$ cat config.mk
export PLATFORM = sky130hd
export DESIGN_NAME = spin_lfsr
export DESIGN_NICKNAME = d
export VERILOG_FILES = /design/src/rtl/spin_lfsr_pkg.sv /design/src/rtl/spin_down_counter.sv /design/src/rtl/spin_lfsr.sv
export SDC_FILE = /design/constraint.sdc
export NUM_CORES = 1
export LEC_CHECK = 0
export ABC_AREA = 1
export BUFFER_PORTS_ARGS = -buffer_cell sky130_fd_sc_hd__buf_2
export CAP_MARGIN = 20
export CORE_AREA = 2 2 66 93
export CTS_BUF_LIST = sky130_fd_sc_hd__clkbuf_8
export DETAILED_ROUTE_END_ITERATION = 8
export DIE_AREA = 0 0 68 95
export PLACE_DENSITY_LB_ADDON = 0.12
export SETUP_SLACK_MARGIN = 0.4
export SLEW_MARGIN = 5
export SYNTH_ARGS = -nofsm -noshare
export SYNTH_HDL_FRONTEND = slang
export SYNTH_SLANG_ARGS = --single-unit
$ cat constraint.sdc
create_clock -name clk -period 2.3 [get_ports clk]
set_clock_uncertainty 0.15 [all_clocks]
set_input_delay 0.46 -clock clk [delete_from_list [all_inputs] [get_ports clk]]
set_output_delay 0.46 -clock clk [all_outputs]
set_load 0.1 [all_outputs]
$ cat src/rtl/spin_lfsr_pkg.sv
// spin_lfsr_pkg: shared state encoding, default tap masks and the LFSR step function
package spin_lfsr_pkg;

   typedef enum logic [1:0] {IDLE, RUN, DONE} state_t;

   localparam logic [7:0]  TAPS_8  = 8'hB8;
   localparam logic [15:0] TAPS_16 = 16'hB400;

   // One Fibonacci step: shift left, feedback is the XOR of the tapped bits.
   // Values are carried in 64 bits; callers truncate to their width.
   function automatic logic [63:0] lfsr_next(input logic [63:0] q, input logic [63:0] taps,
                                              input int unsigned width);
      logic [63:0] mask;
      mask = (64'd1 << width) - 64'd1;
      return ((q << 1) | {63'd0, ^(q & taps)}) & mask;
   endfunction

endpackage

$ cat src/rtl/spin_down_counter.sv
// spin_down_counter: loadable down-counter that saturates at zero and flags a count of one
module spin_down_counter #(
   parameter int CNT_W = 8
) (
   input  logic             clk,
   input  logic             reset,
   input  logic             ld,
   input  logic             clr,
   input  logic             dec,
   input  logic [CNT_W-1:0] ld_val,
   output logic             is_one
);

   logic [CNT_W-1:0] cnt_d, cnt_q;

   // clear beats load beats decrement; decrement only from nonzero so it never wraps
   always_comb begin
      cnt_d = clr ? '0 : ld ? ld_val : (dec && cnt_q != '0) ? cnt_q - 1'b1 : cnt_q;
   end

   // count register
   always_ff @(posedge clk or posedge reset) begin
      if (reset) cnt_q <= '0;
      else       cnt_q <= cnt_d;
   end

   assign is_one = (cnt_q == CNT_W'(1));

endmodule

$ cat src/rtl/spin_lfsr.sv
// spin_lfsr: presettable Fibonacci LFSR that spins for a programmed number of steps then pulses done
module spin_lfsr
   import spin_lfsr_pkg::*;
#(
   parameter int               WIDTH     = 8,
   parameter logic [WIDTH-1:0] TAPS      = (WIDTH == 16) ? WIDTH'(TAPS_16) : WIDTH'(TAPS_8),
   parameter logic [WIDTH-1:0] RESET_VAL = '1,
   parameter int               CNT_W     = 8
) (
   input  logic             clk,
   input  logic             reset,
   input  logic             en,
   input  logic             load,
   input  logic [WIDTH-1:0] seed,
   input  logic             start,
   input  logic [CNT_W-1:0] spin_len,
   input  logic             step,
   output logic [WIDTH-1:0] q,
   output logic             busy,
   output logic             done
);

   state_t           state_d, state_q;
   logic [WIDTH-1:0] q_d, q_q, nxt, seed_fix;
   logic             cnt_ld, cnt_clr, cnt_dec, cnt_is_one;
   logic             busy_q, done_q;

   assign nxt      = WIDTH'(lfsr_next(64'(q_q), 64'(TAPS), WIDTH));
   assign seed_fix = (seed == '0) ? RESET_VAL : seed;

   spin_down_counter #(.CNT_W(CNT_W)) u_cnt (
      .clk    (clk),
      .reset  (reset),
      .ld     (cnt_ld),
      .clr    (cnt_clr),
      .dec    (cnt_dec),
      .ld_val (spin_len),
      .is_one (cnt_is_one)
   );

   // next state, next LFSR value and counter controls; load always wins
   always_comb begin
      state_d = state_q;
      q_d     = q_q;
      cnt_ld  = 1'b0;
      cnt_clr = 1'b0;
      cnt_dec = 1'b0;
      case (state_q)
         IDLE: begin
            if (load) q_d = seed_fix;
            else if (start && spin_len != '0) begin
               cnt_ld  = 1'b1;
               state_d = RUN;
            end
            else if (start) state_d = DONE;
            else if (step && en) q_d = nxt;
         end
         RUN: begin
            if (load) begin
               q_d     = seed_fix;
               cnt_clr = 1'b1;
               state_d = IDLE;
            end
            else if (en) begin
               q_d     = nxt;
               cnt_dec = 1'b1;
               state_d = cnt_is_one ? DONE : RUN;
            end
         end
         DONE: begin
            q_d     = load ? seed_fix : q_q;
            state_d = IDLE;
         end
         default: state_d = IDLE;
      endcase
   end

   // state, LFSR and registered status flags
   always_ff @(posedge clk or posedge reset) begin
      if (reset) begin
         state_q <= IDLE;
         q_q     <= RESET_VAL;
         busy_q  <= 1'b0;
         done_q  <= 1'b0;
      end
      else begin
         state_q <= state_d;
         q_q     <= q_d;
         busy_q  <= (state_d == RUN);
         done_q  <= (state_d == DONE);
      end
   end

   assign q    = q_q;
   assign busy = busy_q;
   assign done = done_q;

endmodule

; Word level (Yosys, flattened, before mapping)
; Index checks and enable logic that the tools add are counted.
[totals]
regBits = 20
word_cells = 55
in_bits = 22
out_inout_bits = 10
[classes]
add_sub_neg = 1
n_bitwise = 1
n_reduce_logical = 11
n_eq_ne = 10
mux = 27
[ops]
columns = cell, count
row1 = $mux 8, 11
row2 = $reduce_xor 64->1, 1
row3 = $pmux 8 s3, 1
row4 = $reduce_bool 8->1, 2
row5 = $mux 2, 6
row6 = $ne 3x3->1 const B, 4
row7 = $eq 8x1->1 const B, 1
row8 = $logic_not 8->1, 1
row9 = $mux 1, 8
row10 = $or 8x1->8, 1
row11 = $sub 8x1->8 const B, 1
row12 = $reduce_and 6->1, 1
row13 = $reduce_bool 3->1, 2
row14 = $eq 2x1->1 const B, 2
row15 = $eq 2x2->1 const B, 2
row16 = $pmux 2 s2, 1
row17 = $logic_and 1x1->1, 3
row18 = $logic_not 2->1, 1
row19 = $ne 2x2->1 const B, 1

; Depth between registers and ports, before layout
; Gate-level depths: netlist (run 1).
[logic_depth]
word_depth = 7
depth_mapped = 10
depth_no_buf = 10

; Hierarchy
; From an unflattened synthesis (run 1), not the netlist that was laid out.
[unflattened]
cells_unflattened = 221
area_unflattened_um2 = 1501.4
[by_module_without_submodules]
columns = mod, seq_area_each_um2, area_each_um2, instances, cells_per_inst
row1 = spin_lfsr, 310.3, 867.1, 1, 134
row2 = spin_down_counter, 200.2, 634.4, 1, 87

; Least setup slack after synthesis (run 1)
; Ideal clock, no wire load.
[synth_timing]
path_kind = register to register
start = register state_q[1]
end = register u_cnt.cnt_q[5]
t_arrival_ps = 1468
path_slack_ps = 565
setup_ps = 117
path_stages_with_launch = 11
cell_sequence = dfrtp_1 inv_1 ha_1 inv_1 nor3_4 o21ai_4 buf_6 nand2_1 nand2_1 nand2_1 nand2_1
[synth_via]
elab_chain_cells = 4
[synth_rtl]
columns = element, line
row1 = "start, declared", spin_lfsr.sv:23  ; state_t state_d, state_q;
row2 = "start signal, assigned", spin_lfsr.sv:87  ; state_q <= state_d;
row3 = $eq 2x1->1 or $logic_not 2->1 (tied branches), spin_lfsr.sv:48  ; case (state_q)
row4 = $mux 1, spin_lfsr.sv:48
row5 = $logic_and 1x1->1 or $mux 8 (tied branches), spin_down_counter.sv:18  ; cnt_d = clr ? '0 : ld ? ld_val : (dec && cnt_q != '0) ? cnt_q - 1'b1 : cnt_q;
row6 = $reduce_bool 3->1 (no source line) or $mux 8 (tied branches), n/a
row7 = "end signal, assigned", spin_down_counter.sv:24  ; else cnt_q <= cnt_d;
row8 = "end, declared", spin_down_counter.sv:14  ; logic [CNT_W-1:0] cnt_d, cnt_q;
; Several ways; a longest one is shown, not always the timed one.
; A chain may end at the register's enable or synchronous reset.

; Worst setup path in the final report (run 1)
[layout_timing]
start = register q_q[3] (netlist: q[3])
end = output q[3]
[layout_rtl]
columns = element, line
row1 = "start, declared", spin_lfsr.sv:24  ; logic [WIDTH-1:0] q_d, q_q, nxt, seed_fix;
row2 = "start signal, assigned", spin_lfsr.sv:88  ; q_q <= q_d;
row3 = "end, declared", spin_lfsr.sv:18  ; output logic [WIDTH-1:0] q,
; No word-level cell between the ends.

==> impl_results.rst, run 1 <==
.. list-table::
   :header-rows: 1

   * - Metric
     - Value
   * - Post-DP HPWL
     - around 3.1 mm
   * - Die outline area
     - 0.00646 mm²
   * - ANT nets after route
     - 0
   * - Most common flop cell mapped by yosys
     - dfrtp_1
   * - Sinks on the clock net
     - 20
   * - FFs w/ async S/R, synth
     - between 90% and 100%
   * - Number of buffer cells added on primary ports
     - 31
   * - Synth top cells by count
     - 63 x nand2_1, 32 x inv_1, 27 x nor2_1
   * - Worst-path cell with the longest stage delay
     - dfstp_2
   * - Gate count of the mapped netlist
     - 213
   * - Number of nets in the finished design
     - 285
   * - Summed negative setup slack over all endpoints
     - 0 ps
   * - Initial antenna violation count
     - 0
   * - Seq/Total Area, Yosys
     - between 30% and 40%
   * - Final setup fails
     - 0
   * - Synth area leader
     - dfrtp_1
   * - Post-Synthesis Net Count
     - 240
   * - Core outline area
     - 0.00570 mm²
   * - Clock slew at reported path FFs
     - roughly 80 ps
   * - Hold buffer count at cts
     - 0
   * - Static Leakage
     - ~1 nW
   * - Highest net fanout along the worst path
     - 3
   * - Die span in x
     - 68 µm
   * - Crit path kind
     - reg2out
   * - Pwr per Cell Area
     - between 1500 and 2000 mW/mm²
   * - Cell with the most instances after synthesis
     - nand2_1
   * - Setup crit end kind
     - output port
   * - Max-cap viol count
     - 0
   * - Share of the cycle needed by the critical path after routing
     - between 80% and 90%
   * - Buffer type at the clock tree root
     - clkbuf_8
   * - Final GP Congestion
     - 0.759
   * - Final Routed Wirelength
     - a little under 4 mm
   * - Synthesis warning total
     - 0
   * - Antenna diode count
     - 0
   * - Largest voltage drop on the vdd net
     - around 0.28 mV
   * - Source-to-sink clock delay at the later pin of the worst-skew pair
     - roughly 260 ps
   * - Critical Path RT
     - ~1700 ps
   * - TritonCTS buffer count
     - 3
   * - Min-delay worst type
     - in2async
   * - Number of enable flip-flop cells after synthesis
     - 0
   * - Vias in the first global route
     - approximately 1,400
   * - Post-synthesis instance area
     - 0.00143 mm²
   * - Synth top area cells
     - dfrtp_1 21%, nand2_1 17%, dfstp_2 15%, inv_1 8.4%, nor2_1 7.1%
   * - Height of the die
     - approximately 95 µm
   * - Number of buffers and inverters on the critical path
     - 1
   * - Final hold violation count
     - 0
   * - Min cycle time layout
     - 1850 ps
   * - Vias/cell
     - about 4.4
   * - Ratio of cells with drive above 1 in the final layout
     - 24.9%
   * - P&R area growth vs syn
     - 26.7%
   * - Slew at the pin closest to its max-slew limit
     - 690 ps
   * - Total count of max-transition violations in the final report
     - 0
   * - Startpoint Class
     - flip-flop
   * - Data arrival time at the worst-slack endpoint
     - about 1200 ps
   * - Pin count of the biggest net entering global routing
     - 19
   * - Family of cells with the greatest summed delay on the critical path
     - flip-flops
   * - RSZ-0062 raised after global routing
     - false
   * - CTS tree
     - done
   * - Outcome
     - finished clean
   * - Mean instance size in the synthesized netlist
     - between 6 and 7 µm²
   * - Via count of the routed design
     - roughly 1,400
   * - Cell breakdown of the critical path
     - buf_2
   * - Avg WL per Cell
     - about 12 µm
   * - 1st-iter DRT viols
     - approximately 60
   * - Synth Register Bits
     - 20
   * - Max Buffers Root-to-Sink
     - 2
   * - Highest achievable clock rate
     - 0.540 GHz
   * - Internal reg-to-reg setup slack
     - between 500 and 600 ps
   * - Top-area cell type share of the netlist area
     - around a fifth
   * - Boundary pin count
     - 32
   * - Overall overflow remaining after global route
     - 0
   * - Number of distinct library cell variants in the gate-level netlist after synthesis
     - 24
   * - Number of rows in the core area
     - 33
   * - Stage delay of the slowest cell on the critical path
     - 560 ps
   * - DRC violations left
     - 0
   * - Global-route wire length before repair
     - ~6.3 mm
   * - CTS HTree Levels
     - 1
   * - First-pass DRT Iterations
     - 4
   * - GR Util All Layers
     - 13.1%
   * - Slew headroom
     - a little over half
   * - Worst Hold Margin
     - approximately 140 ps
   * - Initial Util
     - approximately 25%
## stage by stage
| step | setup WS (ps) | cells | total power, mW | instance area [µm²] | utilization, % |
|---|---|---|---|---|---|
| final | 449 | 327 | 2.76 | 1810 | 31.8 |
| after global routing | 400 | 327 | 3.02 | 1810 | 31.8 |
| after CTS | 410 | 321 | 2.69 | 1740 | 30.5 |
| after detailed placement | 433 | 317 | 2.44 | 1690 | 29.7 |
| after global placement | 397 | 317 | 2.44 | 1690 | 29.7 |
| after floorplan | 565 | 213 | 2.11 | 1430 | - |
## timing repair
| action | CTS | global route |
|---|---|---|
| endpoints found under the setup margin | 0 | 13 |
| setup buffers | 0 | 5 |
| gates resized for setup | 0 | 10 |
## layout by cell type (no fill, tap or decap), drive strengths merged
| master | instances |
|---|---|
| dfstp | 8 |
| clkinvlp | 1 |
| nand2 | 63 |
| ha | 5 |
| o21ai | 20 |
| nand4 | 7 |
| xor2 | 2 |
| dfrtp | 12 |
| nor3 | 4 |
| o211ai | 1 |
| nor2 | 27 |
| buf | 40 |
| clkbuf | 3 |
| xnor2 | 1 |
| a21oi | 7 |
| nand3 | 19 |
| nand3b | 1 |
| inv | 34 |
| or2 | 2 |
## layer usage
metal,global-route usage [%],share of wire (%),vias up
li1,-,-,764
met2,23.5,52,31
met4,4.50,1.3,0
met1,15.3,42,639
met3,1.91,4.2,4
met5,0,0,-
## kinds of logic (layout without fill, tap and decap cells)
kind of cell,count (synthesis),in the layout,synth area share (%)
DFF,20,20,35.7
xor gates and xnor gates,3,3,1.84
buffers and inverters,34,78,9.44
adders and majority gates,5,5,4.37
AOI/OAI and AO/OA,28,28,11.8
and+or+nand+nor,123,123,36.9
## worst register-to-register path, stage by stage, from the launching register on
cell and delay (ps):
dfrtp_1 400, inv_2 110, ha_4 150, inv_2 50
nor3_4 230, o21ai_4 150, a21oi_4 300, nand2_1 90
o21ai_1 80
## state kept, by name (all words and copies together) (netlist names)
register     count
u_cnt.cnt_q      8
busy             1
q                8
done             1
state_q          2
## report_power, final
part	leakage, nW	internal, mW	total, mW	switching, mW
Clock	0.0269	0.119	0.242	0.123
Sequential	0.241	0.559	0.686	0.127
Combinational	0.705	0.490	1.84	1.35
## final timing paths
path                             endpoint  cells after the start  startpoint
setup / recovery                     q[3]                      1        q[3]
hold / removal                       done                      2       reset
setup reg to reg           u_cnt.cnt_q[4]                      8  state_q[1]
hold reg to reg                      q[0]                      2        q[0]
max in group asynchronous            q[3]                      3       reset
min in group clk                     q[1]                      3     seed[1]
## cell type report
class,count,area [µm²]
fillers,657,3880
multi-input cells,159,813
flip-flops and latches,20,510
repair buffers,40,226
inverters,33,124
well taps,70,87.6
clock buffers,3,41.3
repair inverters,1,7.51
clock inverters,1,3.75
(Power assumes the default switching activity.)
==> inputs of run 2 (changes only) <==
Settings changed: ABC_AREA 1 to 0, CORE_AREA 2 2 66 93 to 2 2 65 91, DIE_AREA 0 0 68 95 to 0 0 67 93.
Clock period 2.3 ns to 1.6 ns, I/O delays scaled along.
==> run 2 against run 1 <==
The flow now finishes with violations (negative setup slack); critical path type is now in2reg; critical path depth grew 6; routed wire length increased by 15%; die area decreased by 3.5%; via count grew 3.4%; sequential share of layout area decreased by 7.0 points; first-iteration DRC count down 44%; combinational power rose by 96%; global-route usage grew 1.9 points; sequential power up 63%; final area grew 41%.
==> impl_results.rst, run 2 <==
.. list-table::
   :header-rows: 1

   * - Metric
     - Value
   * - Height of the die
     - 93 µm (-2.1%)
   * - Max-cap viol count
     - 0 (unchanged)
   * - Core outline area
     - 0.00545 mm² (-4.4%)
   * - P&R area growth vs syn
     - 87.5%
   * - Final setup fails
     - 19 (+19)
   * - Top routing layer in use
     - met4
   * - 1st-iter DRT viols
     - 33 (-44%)
   * - RSZ-0062 raised after global routing
     - true
   * - Min cycle time layout
     - between 1500 and 2000 ps
   * - Final hold violation count
     - 0 (unchanged)
   * - Static Leakage
     - 1.13 nW (+16%)
   * - Highest achievable clock rate
     - 0.571 GHz
   * - Source-to-sink clock delay at the later pin of the worst-skew pair
     - 260 ps (about the same)
   * - Setup crit end kind
     - flip-flop
   * - Startpoint Class
     - input pin
   * - Mean instance size in the synthesized netlist
     - 9.21 µm² (+37%)
   * - Failing checks
     - negative setup slack
   * - Commonest non-fill, non-tap cell in the layout
     - buf_4
   * - FFs w/ async S/R, synth
     - 100% (unchanged)
   * - Instance area after placement
     - 0.00212 mm² (+25%)
   * - Data arrival time at the worst-slack endpoint
     - 1760 ps (+520 ps)
   * - Layout Cell Area excl Fill
     - 0.00256 mm² (+41%)
   * - Initial Util
     - 25.0% (-0.075 points)
   * - Vias/cell
     - 4.84 (+10%)
   * - Summed negative setup slack over all endpoints
     - -1850 ps (-1850 ps)
   * - Top-area cell type share of the netlist area
     - 22.0% (+1.0 points)
   * - Wire length on met1
     - 1.66 mm (+0.42%)
   * - Sinks on the clock net
     - 20 (unchanged)
   * - Gate count of the mapped netlist
     - 148 (-31%)
   * - Via count of the routed design
     - 1,487 (+3.4%)
   * - Setup WS post-layout
     - -150 ps (-600 ps)
   * - Clock slew at reported path FFs
     - 80 ps (about the same)
   * - Ratio of cells with drive above 1 in the final layout
     - 61.9% (+37 points)
   * - Max Buffers Root-to-Sink
     - 2 (unchanged)
   * - Global-route wire length before repair
     - 7.22 mm (+14%)
   * - Avg WL per Cell
     - 14.6 µm (+22%)
   * - Number of enable flip-flop cells after synthesis
     - 0 (unchanged)
   * - Total chip power
     - 5.06 mW (+83%)
   * - Highest net fanout along the worst path
     - 8 (+5)
   * - Vias in the first global route
     - 1,577 (+14%)
   * - Boundary pin count
     - 32 (unchanged)
   * - Post-Synthesis Net Count
     - 175 (-27%)
   * - Largest voltage drop on the vdd net
     - 0.778 mV (+180%)
   * - Cell with the most instances after synthesis
     - inv_1
   * - Seq/Total Area, Yosys
     - 37.4% (+1.8 points)
   * - Synthesis warning total
     - 0 (unchanged)
   * - Final GP Congestion
     - 0.828 (+9.0%)
   * - Critical Path RT
     - 1610 ps (-80 ps)
   * - Share of the cycle needed by the critical path after routing
     - 109%
   * - Pwr per Cell Area
     - 1980 mW/mm² (+30%)
   * - Detailed-routed wire length on met3
     - 140 µm (-15%)
   * - Overall overflow remaining after global route
     - 0 (unchanged)
   * - Number of rows in the core area
     - 32 (-3.0%)
   * - GR Util All Layers
     - 15.0% (+1.9 points)
   * - Slew headroom
     - 77.1% (+23 points)
   * - Die span in x
     - 67 µm (-1.5%)
   * - First-pass DRT Iterations
     - 4 (unchanged)
   * - Outcome
     - finished, violations left
   * - Crit path kind
     - in2reg
   * - ANT nets after route
     - 0 (unchanged)
   * - Initial antenna violation count
     - 0 (unchanged)
   * - Slew at the pin closest to its max-slew limit
     - 340 ps (-350 ps)
   * - Post-DP HPWL
     - 3.35 mm (+9.6%)
   * - Total count of max-transition violations in the final report
     - 0 (unchanged)
   * - TritonCTS buffer count
     - 3 (unchanged)
   * - Synth Register Bits
     - 20 (unchanged)
   * - Antenna diode count
     - 0 (unchanged)
   * - Worst setup slack after placement
     - -419 ps (-852 ps)
   * - DRC violations left
     - 0 (unchanged)
   * - Buffer type at the clock tree root
     - clkbuf_8
   * - CTS tree
     - done
   * - Synth area leader
     - dfrtp_1
   * - Post-synthesis instance area
     - 0.00136 mm² (-4.7%)
   * - Final Routed Wirelength
     - 4.50 mm (+15%)
   * - Min-delay worst type
     - in2reg
   * - CTS HTree Levels
     - 1 (unchanged)
   * - Number of nets in the finished design
     - 267 (-6.3%)
   * - Die outline area
     - 0.00623 mm² (-3.5%)
   * - Number of buffer cells added on primary ports
     - 31 (unchanged)
   * - Synth top cells by count
     - 17 x inv_1, 12 x dfrtp_1, 12 x nor2_1
   * - Number of distinct library cell variants in the gate-level netlist after synthesis
     - 45 (+88%)
   * - Pin count of the biggest net entering global routing
     - 21 (+2)
   * - Most frequent cells in the layout
     - 53 x buf_4, 17 x buf_2, 14 x inv_1
   * - Synth top area cells
     - dfrtp_1 22%, dfstp_2 15%, mux2i_1 5.9%, inv_1 4.7%, ha_1 4.6%
   * - Most common flop cell mapped by yosys
     - dfrtp_1
   * - Wire length on met2
     - 2.64 mm (+29%)
[run 2: where the power goes]
group / switching (mW) / leakage, nW / internal (mW)
clock network: 0.167 / 0.0269 / 0.171
registers: 0.243 / 0.236 / 0.880
logic: 1.93 / 0.866 / 1.68
total: 2.34 / 1.13 / 2.73
[run 2: per-layer routing]
layer | vias up | track usage [%]
met5 | - | 0
met4 | 0 | 4.93
met3 | 6 | 1.81
met2 | 35 | 29.6
met1 | 717 | 15.5
li1 | 729 | -
[run 2: cell families (layout without fill, tap and decap cells)]
family,after synthesis,in the layout,synth area share [%]
buf+inv,23,114,7.52
mux,8,8,5.87
compound gates,35,35,19.9
simple gates,54,54,22.8
fa+ha+maj,5,5,4.59
xor+xnor,3,3,1.93
flops,20,20,37.4
[run 2: metrics by stage]
stage	utilization (%)	cells	hold slack [ps]
6_report	47.0	307	175
5_1_grt	47.0	307	185
4_1_cts	44.3	306	204
3_5_place_dp	39.0	288	217
3_3_place_gp	39.0	288	210
2_1_floorplan	-	148	128
[run 2: path summary, 6_finish.rpt]
path                                start              to  slack, ps  cells after the start
max                           spin_len[5]  u_cnt.cnt_q[6]       -150                      7
min                           spin_len[0]  u_cnt.cnt_q[0]        170                      3
max reg2reg                u_cnt.cnt_q[1]  u_cnt.cnt_q[4]       -140                      6
min reg2reg                          q[4]            q[4]        480                      2
max in group asynchronous           reset            q[5]        540                      4
min in group asynchronous           reset            busy        480                      4
[run 2: cell type report]
class	instances	area (µm²)
fillers	534	2890
flip-flops and latches	20	542
well taps	68	85.1
multi-input cells	105	976
clock inverters	1	3.75
repair buffers	93	846
inverters	17	63.8
clock buffers	3	41.3
[run 2: critical path: stages]
cell and delay [ps]:
buf_6 90, or4_4 550, buf_6 140, o2111ai_4 260, buf_6 200, nor2_4 30
a31oi_1 160
[run 2: what timing repair did]
item | CTS | global route
hold endpoints to repair | 12 | 0
setup buffers | 13 | 1
gates resized for setup | 28 | 31
pin swaps | 16 | 9
hold buffers | 1 | 0
setup endpoints to repair | 30 | 30
==> inputs of run 3 (changes only) <==
Settings changed: BUFFER_PORTS_ARGS -buffer_cell sky130_fd_sc_hd__buf_2 to not set, DONT_BUFFER_PORTS set to 1.
==> run 3 against run 2 <==
The run still ends with negative setup slack left; via count is 11% lower; non-clock buffer count is 49 lower; flip-flop and latch count stayed put; fmax is 2.0% higher; routed wire length is 7.1% lower; sequential power is 36% higher; worst hold slack worse by 130 ps; sequential share of layout area is 3.0 points higher; clock power is 2% higher; total power is 4.0% lower; critical path type is now reg2reg; largest cell class unchanged.
==> impl_results.rst, run 3 (synthesis results as in run 2) <==
.. list-table::
   :header-rows: 1

   * - Metric
     - Value
   * - Internal reg-to-reg setup slack
     - -120 ps (+20 ps)
   * - Terminus of the critical flop-to-flop path
     - u_cnt.cnt_q[4]
   * - Initial Util
     - 25.0% (unchanged)
   * - Commonest non-fill, non-tap cell in the layout
     - buf_4
   * - P&R area growth vs syn
     - 65.3%
   * - M1 GR Usage
     - 14.5% (-1.0 points)
   * - Die span in x
     - 67 µm (unchanged)
   * - Met2 Resource Use GR
     - 25.6% (-4.0 points)
   * - Outcome
     - finished, violations left
   * - Area taken by flip-flops and latches
     - 546 µm² (+0.69%)
   * - Worst hold stages
     - 2 (-1)
   * - Critical hold path startpoint
     - spin_len[3]
   * - Global-route wire length before repair
     - 6.39 mm (-11%)
   * - Post-DP HPWL
     - 3.06 mm (-8.6%)
   * - Max-cap viol count
     - 0 (unchanged)
   * - Highest net fanout along the worst path
     - 3 (-5)
   * - Stage delay of the slowest cell on the critical path
     - 400 ps (-150 ps)
   * - Highest achievable clock rate
     - 0.583 GHz (+2.0%)
   * - Vias/cell
     - 5.11 (+5.5%)
   * - Final hold violation count
     - 0 (unchanged)
   * - Total count of max-transition violations in the final report
     - 0 (unchanged)
   * - Worst Hold Margin
     - 46.5 ps (-128 ps)
   * - Via count of the routed design
     - 1,318 (-11%)
   * - Most frequent cells in the layout
     - 28 x buf_4, 14 x inv_1, 10 x dfrtp_1
   * - Setup crit end kind
     - flip-flop
   * - Overall overflow remaining after global route
     - 0 (unchanged)
   * - Core outline area
     - 0.00545 mm² (unchanged)
   * - Largest voltage drop on the vdd net
     - 0.714 mV (-8.3%)
   * - Source-to-sink clock delay at the later pin of the worst-skew pair
     - 260 ps (about the same)
   * - Failing checks
     - negative setup slack
   * - CTS HTree Levels
     - 1 (unchanged)
   * - ANT nets after route
     - 0 (unchanged)
   * - Final GP Congestion
     - 0.813 (-1.7%)
   * - Busiest layer in global routing
     - met2
   * - Number of rows in the core area
     - 32 (unchanged)
   * - Area occupied by multi-input gates
     - 0.00108 mm² (+10%)
   * - Static Leakage
     - 0.907 nW (-20%)
   * - Share of the cycle needed by the critical path after routing
     - 107% (-2.2 points)
   * - Slew at the pin closest to its max-slew limit
     - 317 ps (-23.8 ps)
   * - Sinks on the clock net
     - 20 (unchanged)
   * - Boundary pin count
     - 32 (unchanged)
   * - Final Routed Wirelength
     - 4.17 mm (-7.1%)
   * - Slew headroom
     - 78.8% (+1.7 points)
   * - Min-delay worst type
     - in2reg
   * - Pwr per Cell Area
     - 2160 mW/mm² (+8.8%)
   * - Die outline area
     - 0.00623 mm² (unchanged)
   * - Data arrival time at the worst-slack endpoint
     - 1750 ps (about the same)
   * - Vias in the first global route
     - 1,362 (-14%)
   * - Worst hold endpoint
     - u_cnt.cnt_q[3]
   * - Pin count of the biggest net entering global routing
     - 21 (unchanged)
   * - Ratio of cells with drive above 1 in the final layout
     - 56.8% (-5.1 points)
   * - Avg WL per Cell
     - 16.2 µm (+10%)
   * - Buffer type at the clock tree root
     - clkbuf_8
   * - Setup WS post-layout
     - -115 ps (+35.1 ps)
   * - Cell breakdown of the critical path
     - inv_2 > ha_4 > nor3b_4 > nand3_2 > or4_1 > a31oi_1
   * - Met3 track demand over resource
     - 1.68% (-0.12 points)
   * - Worst-path cell with the longest stage delay
     - or4_1
   * - RSZ-0062 raised after global routing
     - true
   * - Final setup fails
     - 18 (-1)
   * - Clock slew at reported path FFs
     - 80 ps (about the same)
   * - Max Buffers Root-to-Sink
     - 2 (unchanged)
   * - Initial antenna violation count
     - 0 (unchanged)
   * - Min cycle time layout
     - 1720 ps (-35.1 ps)
   * - Number of nets in the finished design
     - 218 (-18%)
   * - Share of the core filled with cells
     - 41.4% (-5.6 points)
   * - Placed cell count
     - 242 (-16%)
   * - Number of fillers in the final layout
     - 555 (+3.9%)
   * - CTS tree
     - done
   * - Crit path kind
     - reg2reg
   * - DRC violations left
     - 0 (unchanged)
   * - Height of the die
     - 93 µm (unchanged)
   * - First-pass DRT Iterations
     - 4 (unchanged)
   * - Startpoint Class
     - flip-flop
   * - 1st-iter DRT viols
     - 16 (-52%)
   * - Count of placed standard cells in the final layout, fillers left out
     - 258 (-16%)
   * - TritonCTS buffer count
     - 3 (unchanged)
   * - Critical Path RT
     - 1630 ps (+20 ps)
   * - GR Util All Layers
     - 13.5% (-1.5 points)
   * - Number of buffer cells added on primary ports
     - 0 (-100%)
   * - Worst Reg2Reg Path Length in Cells
     - 6 (unchanged)
   * - Antenna diode count
     - 0 (unchanged)
   * - Start of the worst register-to-register path
     - u_cnt.cnt_q[1]
[run 3: changes by cell type in the layout (fill, tap and decap cells not counted), moves of 3 or more]
cell	previous run	this run
nand2_1	5	2
buf_4	53	28
buf_2	17	0
nor2_1	3	6
o22ai_2	2	6
nand3_2	1	4
buf_12	12	5
nand3_1	7	3
o22ai_1	6	2
[run 3: how the worst max path moves through the flow]
stage | cells past startpoint | slack (ps) | from | endpoint
4_1_cts | 6 | -120 | state_q[0] | q[1]
6_report | 6 | -120 | u_cnt.cnt_q[1] | u_cnt.cnt_q[4]
5_1_grt | 6 | -220 | u_cnt.cnt_q[0] | u_cnt.cnt_q[4]
2_1_floorplan | 4 | -250 | spin_len[1] | busy
3_3_place_gp | 4 | -290 | spin_len[5] | busy
3_5_place_dp | 6 | -330 | state_q[0] | q[1]
[run 3: per-stage QoR]
stage / TNS [ps] / setup WS, ps / total power, mW / area [µm²]
2_1_floorplan: -1230 / -254 / 2.99 / 1460
3_3_place_gp: -4570 / -288 / 3.61 / 1720
3_5_place_dp: -5110 / -329 / 3.65 / 1720
4_1_cts: -1540 / -119 / 4.57 / 2060
5_1_grt: -2530 / -222 / 5.14 / 2250
6_report: -1020 / -115 / 4.86 / 2250
[run 3: power breakdown]
group,internal [mW],leakage (nW),total (mW),switching [mW]
Combinational,1.45,0.647,2.99,1.54
Clock,0.171,0.0269,0.344,0.173
Sequential,0.894,0.233,1.52,0.629
Total,2.51,0.907,4.86,2.34
[run 3: layout make-up]
class,instances,area share (%)
clock buffers,3,1.83
clock inverters,1,0.166
flip-flops and latches,20,24.2
well taps,68,3.77
repair buffers,44,19.4
inverters,17,2.94
multi-input cells,105,47.7
[run 3: worst max-delay path, delay by kind of cell (launching register included)]
family	cells	cell delay, ps
AO/OA/AOI/OAI	1	140
adder cells (fa/ha/maj)	1	150
buffers and inverters	1	80
flip-flops	1	390
AND/OR/NAND/NOR	3	730
[run 3: what timing repair did]
action,CTS,global route
hold buffers,1,0
resized for setup,53,34
pin swaps,22,19
endpoints found under the hold margin,12,0
endpoints found under the setup margin,30,30
buffers inserted,7,4
[run 3: metal layers]
| metal | wire length, µm | up-vias |
|---|---|---|
| met5 | 0 | - |
| met4 | 101 | 0 |
| met3 | 205 | 6 |
| met2 | 2300 | 37 |
| met1 | 1570 | 643 |
| li1 | - | 632 |
